## config.mk

```make
export PLATFORM = sky130hd
export DESIGN_NAME = cdc_tx_arbiter
export DESIGN_NICKNAME = d
export VERILOG_FILES = /design/src/rtl/cdc_tx_arbiter.sv
export SDC_FILE = /design/constraint.sdc
export NUM_CORES = 1
export LEC_CHECK = 0
export ABC_AREA = 1
export CORE_UTILIZATION = 25
export DETAILED_ROUTE_END_ITERATION = 7
export SYNTH_ARGS = -nofsm -noshare
export SYNTH_HDL_FRONTEND = slang
export SYNTH_SLANG_ARGS = --single-unit
```

## constraint.sdc

```tcl
create_clock -name clk_i -period 3.7 [get_ports clk_i]
set_input_delay 1.11 -clock clk_i [delete_from_list [all_inputs] [get_ports clk_i]]
set_output_delay 1.11 -clock clk_i [all_outputs]
set_load 0.01 [all_outputs]
```

## src/rtl/cdc_tx_arbiter.sv

```systemverilog
// Round-robin arbiter that sequences requester payloads through one toggle/ack
// CDC handshake channel: accept, hold data for SETUP_CYC, toggle, await ack.
module cdc_tx_arbiter #(
  parameter int NUM_REQ     = 4,
  parameter int DATA_WIDTH  = 8,
  parameter int SETUP_CYC   = 2,
  parameter int TIMEOUT_CYC = 1024,
  parameter int ID_WIDTH    = 2
) (
  input  logic                          clk_i,
  input  logic                          rst_i,
  input  logic [NUM_REQ-1:0]            req_valid_i,
  input  logic [NUM_REQ*DATA_WIDTH-1:0] req_data_i,
  output logic [NUM_REQ-1:0]            req_ready_o,
  output logic [DATA_WIDTH-1:0]         xfer_data_o,
  output logic [ID_WIDTH-1:0]           grant_id_o,
  output logic                          xfer_req_tgl_o,
  input  logic                          xfer_ack_tgl_i,
  output logic                          busy_o,
  output logic                          timeout_o,
  output logic                          err_o
);

  localparam int SC_W = $clog2(SETUP_CYC + 1);
  localparam int TO_W = $clog2(TIMEOUT_CYC + 1);
  localparam int SW   = ID_WIDTH + 1;

  typedef enum logic [1:0] {ST_IDLE, ST_SETTLE, ST_WAIT} state_t;

  state_t                state_q, state_d;
  logic [ID_WIDTH-1:0]   ptr_q;
  logic [SC_W-1:0]       setup_cnt_q;
  logic [TO_W-1:0]       to_cnt_q;
  logic [DATA_WIDTH-1:0] data_q;
  logic [ID_WIDTH-1:0]   gid_q;
  logic                  tgl_q;
  logic                  timeout_q;
  logic                  err_q;

  logic [NUM_REQ-1:0]    pick_oh;
  logic [ID_WIDTH-1:0]   pick_id;
  logic                  pick_any;
  logic [SW-1:0]         sum;
  logic                  settle_done;
  logic                  ack_match;

  // First valid requester at or above the pointer, wrapping modulo NUM_REQ.
  always_comb begin
    pick_oh  = '0;
    pick_id  = '0;
    pick_any = 1'b0;
    sum      = '0;
    for (int i = 0; i < NUM_REQ; i++) begin
      sum = {1'b0, ptr_q} + SW'(i);
      if (sum >= SW'(NUM_REQ)) sum = sum - SW'(NUM_REQ);
      if (!pick_any && req_valid_i[sum[ID_WIDTH-1:0]]) begin
        pick_any = 1'b1;
        pick_id  = sum[ID_WIDTH-1:0];
      end
    end
    if (pick_any) pick_oh[pick_id] = 1'b1;
  end

  assign settle_done = (setup_cnt_q == SC_W'(SETUP_CYC - 1));
  assign ack_match   = (xfer_ack_tgl_i == tgl_q);

  always_comb begin
    state_d = state_q;
    case (state_q)
      ST_IDLE:   if (pick_any)    state_d = ST_SETTLE;
      ST_SETTLE: if (settle_done) state_d = ST_WAIT;
      ST_WAIT:   if (ack_match)   state_d = ST_IDLE;
      default:                    state_d = ST_IDLE;
    endcase
  end

  always_ff @(posedge clk_i) begin
    if (rst_i) state_q <= ST_IDLE;
    else       state_q <= state_d;
  end

  always_ff @(posedge clk_i) begin
    if (rst_i) begin
      ptr_q       <= '0;
      setup_cnt_q <= '0;
      to_cnt_q    <= '0;
      data_q      <= '0;
      gid_q       <= '0;
      tgl_q       <= 1'b0;
      timeout_q   <= 1'b0;
      err_q       <= 1'b0;
    end else begin
      timeout_q <= 1'b0;
      case (state_q)
        ST_IDLE: begin
          if (pick_any) begin
            data_q      <= req_data_i[int'(pick_id)*DATA_WIDTH +: DATA_WIDTH];
            gid_q       <= pick_id;
            ptr_q       <= (pick_id == ID_WIDTH'(NUM_REQ - 1)) ? '0 : pick_id + ID_WIDTH'(1);
            setup_cnt_q <= '0;
          end
        end
        ST_SETTLE: begin
          setup_cnt_q <= setup_cnt_q + SC_W'(1);
          if (settle_done) begin
            tgl_q    <= ~tgl_q;
            to_cnt_q <= '0;
          end
        end
        ST_WAIT: begin
          // A matching ack takes priority over a timeout on the same edge.
          if (!ack_match && to_cnt_q != TO_W'(TIMEOUT_CYC)) begin
            to_cnt_q <= to_cnt_q + TO_W'(1);
            if (to_cnt_q == TO_W'(TIMEOUT_CYC - 1)) begin
              timeout_q <= 1'b1;
              err_q     <= 1'b1;
            end
          end
        end
        default: ;
      endcase
    end
  end

  assign req_ready_o    = (state_q == ST_IDLE) ? pick_oh : '0;
  assign xfer_data_o    = data_q;
  assign grant_id_o     = gid_q;
  assign xfer_req_tgl_o = tgl_q;
  assign busy_o         = (state_q != ST_IDLE);
  assign timeout_o      = timeout_q;
  assign err_o          = err_q;

endmodule

```

-- Yosys cells after proc, flatten, opt, wreduce, memory -nomap -nowiden
Index checks and enable logic that the tools add are counted.
- register bits after elaboration: 30
- latch bits: 0
- RAM bits: 0
- ROM bits: 0
- input port bits: 39
- output and inout bits: 18
- word-level logic and storage cells: 99
- memories: 0
- $add $sub $neg: 10
- $mul: 0
- divide/modulo/power cells: 0
- order comparisons: 10
- eq/ne operators: 11
- shift-type cells: 1
- muxes and demuxes: 35
- bitwise operators: 3
- reductions and logical operators: 20
- operators with widths (operator ; number):
    variable part select 32 x 6 -> 8 bit ; 1
    two-way mux 2 bit ; 13
    two-way mux 11 bit ; 2
    case mux 11 bit (2 select lines) ; 1
    less-than comparator 2 x 3 -> 1 bit (second input constant) ; 5
    adder 11 x 1 -> 11 bit (second input constant) ; 1
    == test 11 x 10 -> 1 bit (second input constant) ; 1
    inequality test 11 bit (second input constant) ; 1
    two-way mux 1 bit ; 10
    >= comparator 3 bit (second input constant) ; 3
    AND reduction 3 bit ; 3
    binary-select mux 1 bit (select 2 bit) ; 4
    two-way mux 4 bit ; 2
    inequality test 2 bit (second input constant) ; 4
    subtractor 2 x 1 -> 2 bit (second input constant) ; 4
    adder 2 x 2 -> 3 bit (second input constant) ; 2
    case mux 2 bit (3 select lines) ; 1
    AND reduction 2 bit ; 3
    nonzero test 2 bit ; 3
    logical AND 1 bit ; 5
    adder 2 x 1 -> 2 bit (second input constant) ; 2
    == test 2 x 1 -> 1 bit (second input constant) ; 2
    == test 2 bit (second input constant) ; 2
    logical NOT 1 bit ; 4
    9 further kinds ; 11

-- Logic depth before layout (Yosys ltp)
- depth after elaboration: 20
- depth in mapped cells: 15
- depth with buffers taken out: 15

-- Worst setup path before layout
OpenSTA, ideal clock, no wires.
- kind: input-to-output
- from: in req_valid_i[2]
- to: out req_ready_o[3]
- arrival time: 2.350 ns
- data required time: 2.590 ns
- setup slack: 0.240 ns
- stages: 12
- buffers on the path: 1
- cells stage by stage: inv_1 -> nand2_1 -> nand3_1 -> nand2_2 -> clkinv_2 -> nand3_2 -> nand3_4 -> buf_8 -> inv_1 -> ha_1 -> inv_1 -> nor2_1
- longest elaborated chain between the ends: 18
- elaborated cells between the ends (all ways): 29
- classes of those cells: 2 x order compare; 20 x mux; 7 x reduce/logical
- RTL lines (what ; RTL line ; RTL):
    start: declaration ; 12 ; input logic [NUM_REQ-1:0] req_valid_i,
    binary-select mux 1 bit (select 2 bit) ; 56 ; if (!pick_any && req_valid_i[sum[ID_WIDTH-1:0]]) begin
    two-way mux 1 bit (not written as such) ; 56 ;
    two-way mux 1 bit ; 56 ;
    logical NOT 1 bit ; 56 ;
    logical AND 1 bit ; 56 ;
    two-way mux 1 bit ; 56 ;
    logical NOT 1 bit ; 56 ;
    logical AND 1 bit ; 56 ;
    (+2 left out) ; - ;
    logical AND 1 bit ; 56 ;
    two-way mux 2 bit ; 56 ;
    less-than comparator 2 x 3 -> 1 bit (not written as such) / >= comparator 2 x 1 -> 1 bit (equally long branches) ; 61 ; if (pick_any) pick_oh[pick_id] = 1'b1;
    logical AND 1 bit (not written as such) ; 61 ;
    two-way mux 1 bit (not written as such) ; 61 ;
    demux 1 bit (select 2 bit) ; 61 ;
    two-way mux 4 bit * ; 61 ;
    two-way mux 4 bit * ; 125 ; assign req_ready_o = (state_q == ST_IDLE) ? pick_oh : '0;
    end: declaration ; 14 ; output logic [NUM_REQ-1:0] req_ready_o,
Every way passes the cells marked *; elsewhere a longest branch is shown, timed or not. The select of a mux whose other input is x is not followed.

-- Final worst setup path
- from: in req_valid_i[0]
- to: out req_ready_o[3]
The elaborated chain is that of the path after synthesis.

==> results.sh <==
export IMPL_status="finished, final reports clean"
export IMPL_gr_usage_all_layers=0.1295
export IMPL_clock_latency_ns=0.28
export IMPL_grt_pass1_wl_um=9011
export IMPL_drtIter0Drc=79
export IMPL_crit_chain="clkdlybuf4s15_1 -> inv_2 -> nand2_4 -> nand3_4 -> nand2_4 -> nor2_4 -> nand4_1 -> nand2_4 -> ha_4 -> inv_1 -> nor2_2 -> buf_2"
export IMPL_wl_per_cell_um=10.59
export IMPL_cts_tree="yes"
export IMPL_grt_remaining_overflow=0
export IMPL_r2r_start="ptr_q[1]$_SDFFE_PP0P_"
export IMPL_die_area_mm2=0.008810
export IMPL_path_common_cell="nand2_4"
export IMPL_cts_hold_fix_buffers=0
export IMPL_initial_core_util=0.2580
export IMPL_vias=2216
export IMPL_p_leak_nw=1.455
export IMPL_core_mm2=0.008175
export IMPL_reg2reg_to="xfer_data_o[4]$_SDFFE_PP0P_"
export IMPL_layout_area_overhead_vs_synth_pct=41.40
export IMPL_grt_pass1_vias=2041
export IMPL_holdCritStartpoint="err_o$_SDFFE_PP0P_"
export IMPL_setup_violations=0
export IMPL_path_class="in -> out"
export IMPL_drc=0
export IMPL_ys_ff_latch=30
export IMPL_antenna_found_initial=0
export IMPL_maxCapViolCount=0
export IMPL_min_path_cells=2
export IMPL_cts_htree_levels=2
export IMPL_reg2reg_depth=14
export IMPL_avgSynthCellArea_um2=6.297
export IMPL_timing_slew_headroom=0.7712
export IMPL_hold_class="reg -> reg"
export IMPL_critical_path_slowest_cell="clkdlybuf4s15_1"
export IMPL_io_pin_count=57
export IMPL_synth_top_family_by_area="simple AND/OR/NAND/NOR gates"
export IMPL_multi_input_area_mm2=0.001229
export IMPL_ir_worst_vdd_uv=357.1
export IMPL_netlist_area_mm2=0.002110
export IMPL_grt_max_degree=22
export IMPL_die_h_um=93.86
export IMPL_diodes=0
export IMPL_arrival_ns=2.46
export IMPL_cp_end_kind="output port"
export IMPL_whs_ns=0.4548
export IMPL_die_width_um=93.86
export IMPL_cts_clk_slew_worst_paths_ns=0.07
export IMPL_synth_simple_area_share=0.4193
export IMPL_hold_end="err_o$_SDFFE_PP0P_"
export IMPL_clock_path_buffers=2
export IMPL_nNetsFinal=446
export IMPL_synthMuxAreaShare=0
export IMPL_final_hold_viol_count=0
export IMPL_gp_congestion=0.8261
export IMPL_p_total_mw=2.183
export IMPL_finalMaxSlewViolations=0
export IMPL_clk_root_buffer_cell="clkbuf_8"
export IMPL_clock_fmax_ghz=0.2803
export IMPL_fillers=863
export IMPL_crit_buf_inv=4
export IMPL_cp_top_family="simple AND/OR/NAND/NOR gates"
export IMPL_dpl_hpwl_um=4021
export IMPL_yosysSeqAreaShare=0.2847
export IMPL_regArea_um2=600.6
export IMPL_tns_ns=0
export IMPL_synthCells=335
export IMPL_ant_nets=0
export IMPL_numClockSinks=30
export IMPL_fin_crit_ns=3.567
export IMPL_period_share=0.9641
export IMPL_critPathLaunchType="input pin"
export IMPL_cts_inserted_buffers=5
export IMPL_vias_per_cell=4.354
export IMPL_cp_required_ns=2.59
export IMPL_num_rows=33
export IMPL_wl_um=5388
export IMPL_max_stage_delay_ns=0.19
export IMPL_synth_cell_types=31
export IMPL_first_pass_iters=4
export IMPL_syn_nets=378
export IMPL_synth_compound_area_frac=0.07058
export IMPL_crit_path_max_fanout=5
export IMPL_crit_start="req_valid_i[0]"
export IMPL_yosysWarningCount=0
export IMPL_drive_gt1_frac=0.1782
export IMPL_synthXorXnorAreaFrac=0.01246
export IMPL_rrSetupSlack_ns=1.56
export IMPL_worstMarginPinSlew_ns=0.3409
export IMPL_power_density_mw_per_mm2=732.0
export IMPL_synthAdderAreaFrac=0.02372
export IMPL_finalClockSkew_ns=0.004919
export IMPL_numPortBuffers=56
-- area by class of cell --
| class | count | share of cell area |
|---|---|---|
| multi-input combinational | 221 | 0.4119 |
| timing repair buffer | 70 | 0.2148 |
| clock buffer | 6 | 0.02768 |
| sequential | 30 | 0.2013 |
| clock inverter | 2 | 0.004195 |
| tap | 105 | 0.04404 |
| inverter | 75 | 0.09606 |
-- per-stage QoR --
| stage | setup slack, ns | instance area, um2 | util | cells |
|---|---|---|---|---|
| floorplan | 0.2399 | 2110 | - | 335 |
| global placement | -0.5801 | 2775 | 0.3395 | 499 |
| detailed placement | -0.6092 | 2775 | 0.3395 | 499 |
| CTS | 0.1000 | 2923 | 0.3575 | 508 |
| global route | -0.01332 | 2983 | 0.3649 | 509 |
| finish | 0.1330 | 2983 | 0.3649 | 509 |
-- how the worst max path moves through the flow --
stage | end | cells after the start
after global placement | req_ready_o[3] | 14
after CTS | req_ready_o[3] | 14
after floorplan | req_ready_o[3] | 12
after global routing | req_ready_o[3] | 12
after detailed placement | req_ready_o[3] | 14
final | req_ready_o[3] | 12
-- Yosys cell counts --
master,n,area [um2]
clkbuf_8,4,55.05
nor3_1,4,20.02
a21oi_1,12,60.06
nand2_4,2,22.52
nor2_1,37,138.9
ha_1,4,50.05
nor4_1,1,6.260
nand3_2,2,20.02
xor2_1,2,17.52
o22ai_1,1,6.260
nor2_4,1,11.26
o21ai_2,1,8.760
dfxtp_1,30,600.6
inv_1,71,266.5
nor3_2,1,10.01
nand3_1,30,150.1
clkinv_2,1,5.000
buf_6,3,33.78
o211a_1,1,10.01
o21ai_0,8,40.04
o21ai_1,1,5.000
inv_2,3,11.26
xnor2_1,1,8.760
nand2_1,82,307.8
o21a_1,1,7.510
buf_8,1,15.01
nand2_2,7,43.79
nand3_4,2,35.03
dlymetal6s2s_1,1,12.51
o221a_2,1,11.26
nand4_1,19,118.9
-- what timing repair did --
item | 4_1_cts | 5_1_grt
endpoints found under the setup margin | 4 | 2
pin swaps | 7 | 11
gates resized for setup | 44 | 16
buffers inserted | 1 | 1
-- placed cells by master (no fill, tap or decap), types with 10 or more instances in the layout --
master,count
dfxtp_1,30
clkdlybuf4s50_1,48
nor2_1,36
nand2_1,73
inv_2,10
buf_4,14
nand4_1,19
nand2_2,10
a21oi_1,11
inv_1,64
nand3_1,27
-- worst reg2reg max path, cell delays in order, from the launching register on --
cell	delay, ns
dfxtp_1	0.48
inv_2	0.13
nand2_1	0.09
nand2_2	0.07
nand2_1	0.11
nand2_2	0.08
nor2_4	0.12
nand4_1	0.17
nand2_4	0.14
buf_4	0.18
inv_1	0.14
nand3_1	0.14
nand3_1	0.09
nand2_1	0.07
inv_1	0.04
-- report_power, final --
group          leakage [nW]  total, mW  switching [mW]  internal [mW]
combinational          1.16       1.46           0.857          0.603
sequential            0.246      0.444          0.0487          0.395
clock                0.0472      0.279           0.130          0.149
total                  1.45       2.18            1.04           1.15
-- cell families (layout without fill, tap and decap cells) --
| logic type | after synthesis | count (layout) |
|---|---|---|
| compound gates | 26 | 26 |
| xor+xnor | 3 | 3 |
| fa+ha+maj | 4 | 4 |
| buf+inv | 84 | 153 |
| flops | 30 | 30 |
| simple gates | 188 | 188 |
-- flip-flops by register name, summed over array words and instances, names as in the netlist --
| signal | cells |
|---|---|
| err_o | 1 |
| grant_id_o | 2 |
| ptr_q | 2 |
| setup_cnt_q | 2 |
| state_q | 2 |
| timeout_o | 1 |
| to_cnt_q | 11 |
| xfer_data_o | 8 |
| xfer_req_tgl_o | 1 |
-- metal layers --
layer / global-route usage / vias up / routed length [um]
li1: - / 1179 / -
met1: 0.1549 / 989 / 2488
met2: 0.2311 / 44 / 2582
met3: 0.02589 / 4 / 258
met4: 0.03846 / 0 / 59
met5: 0 / - / 0
Power figures use the tool's default switching activity.
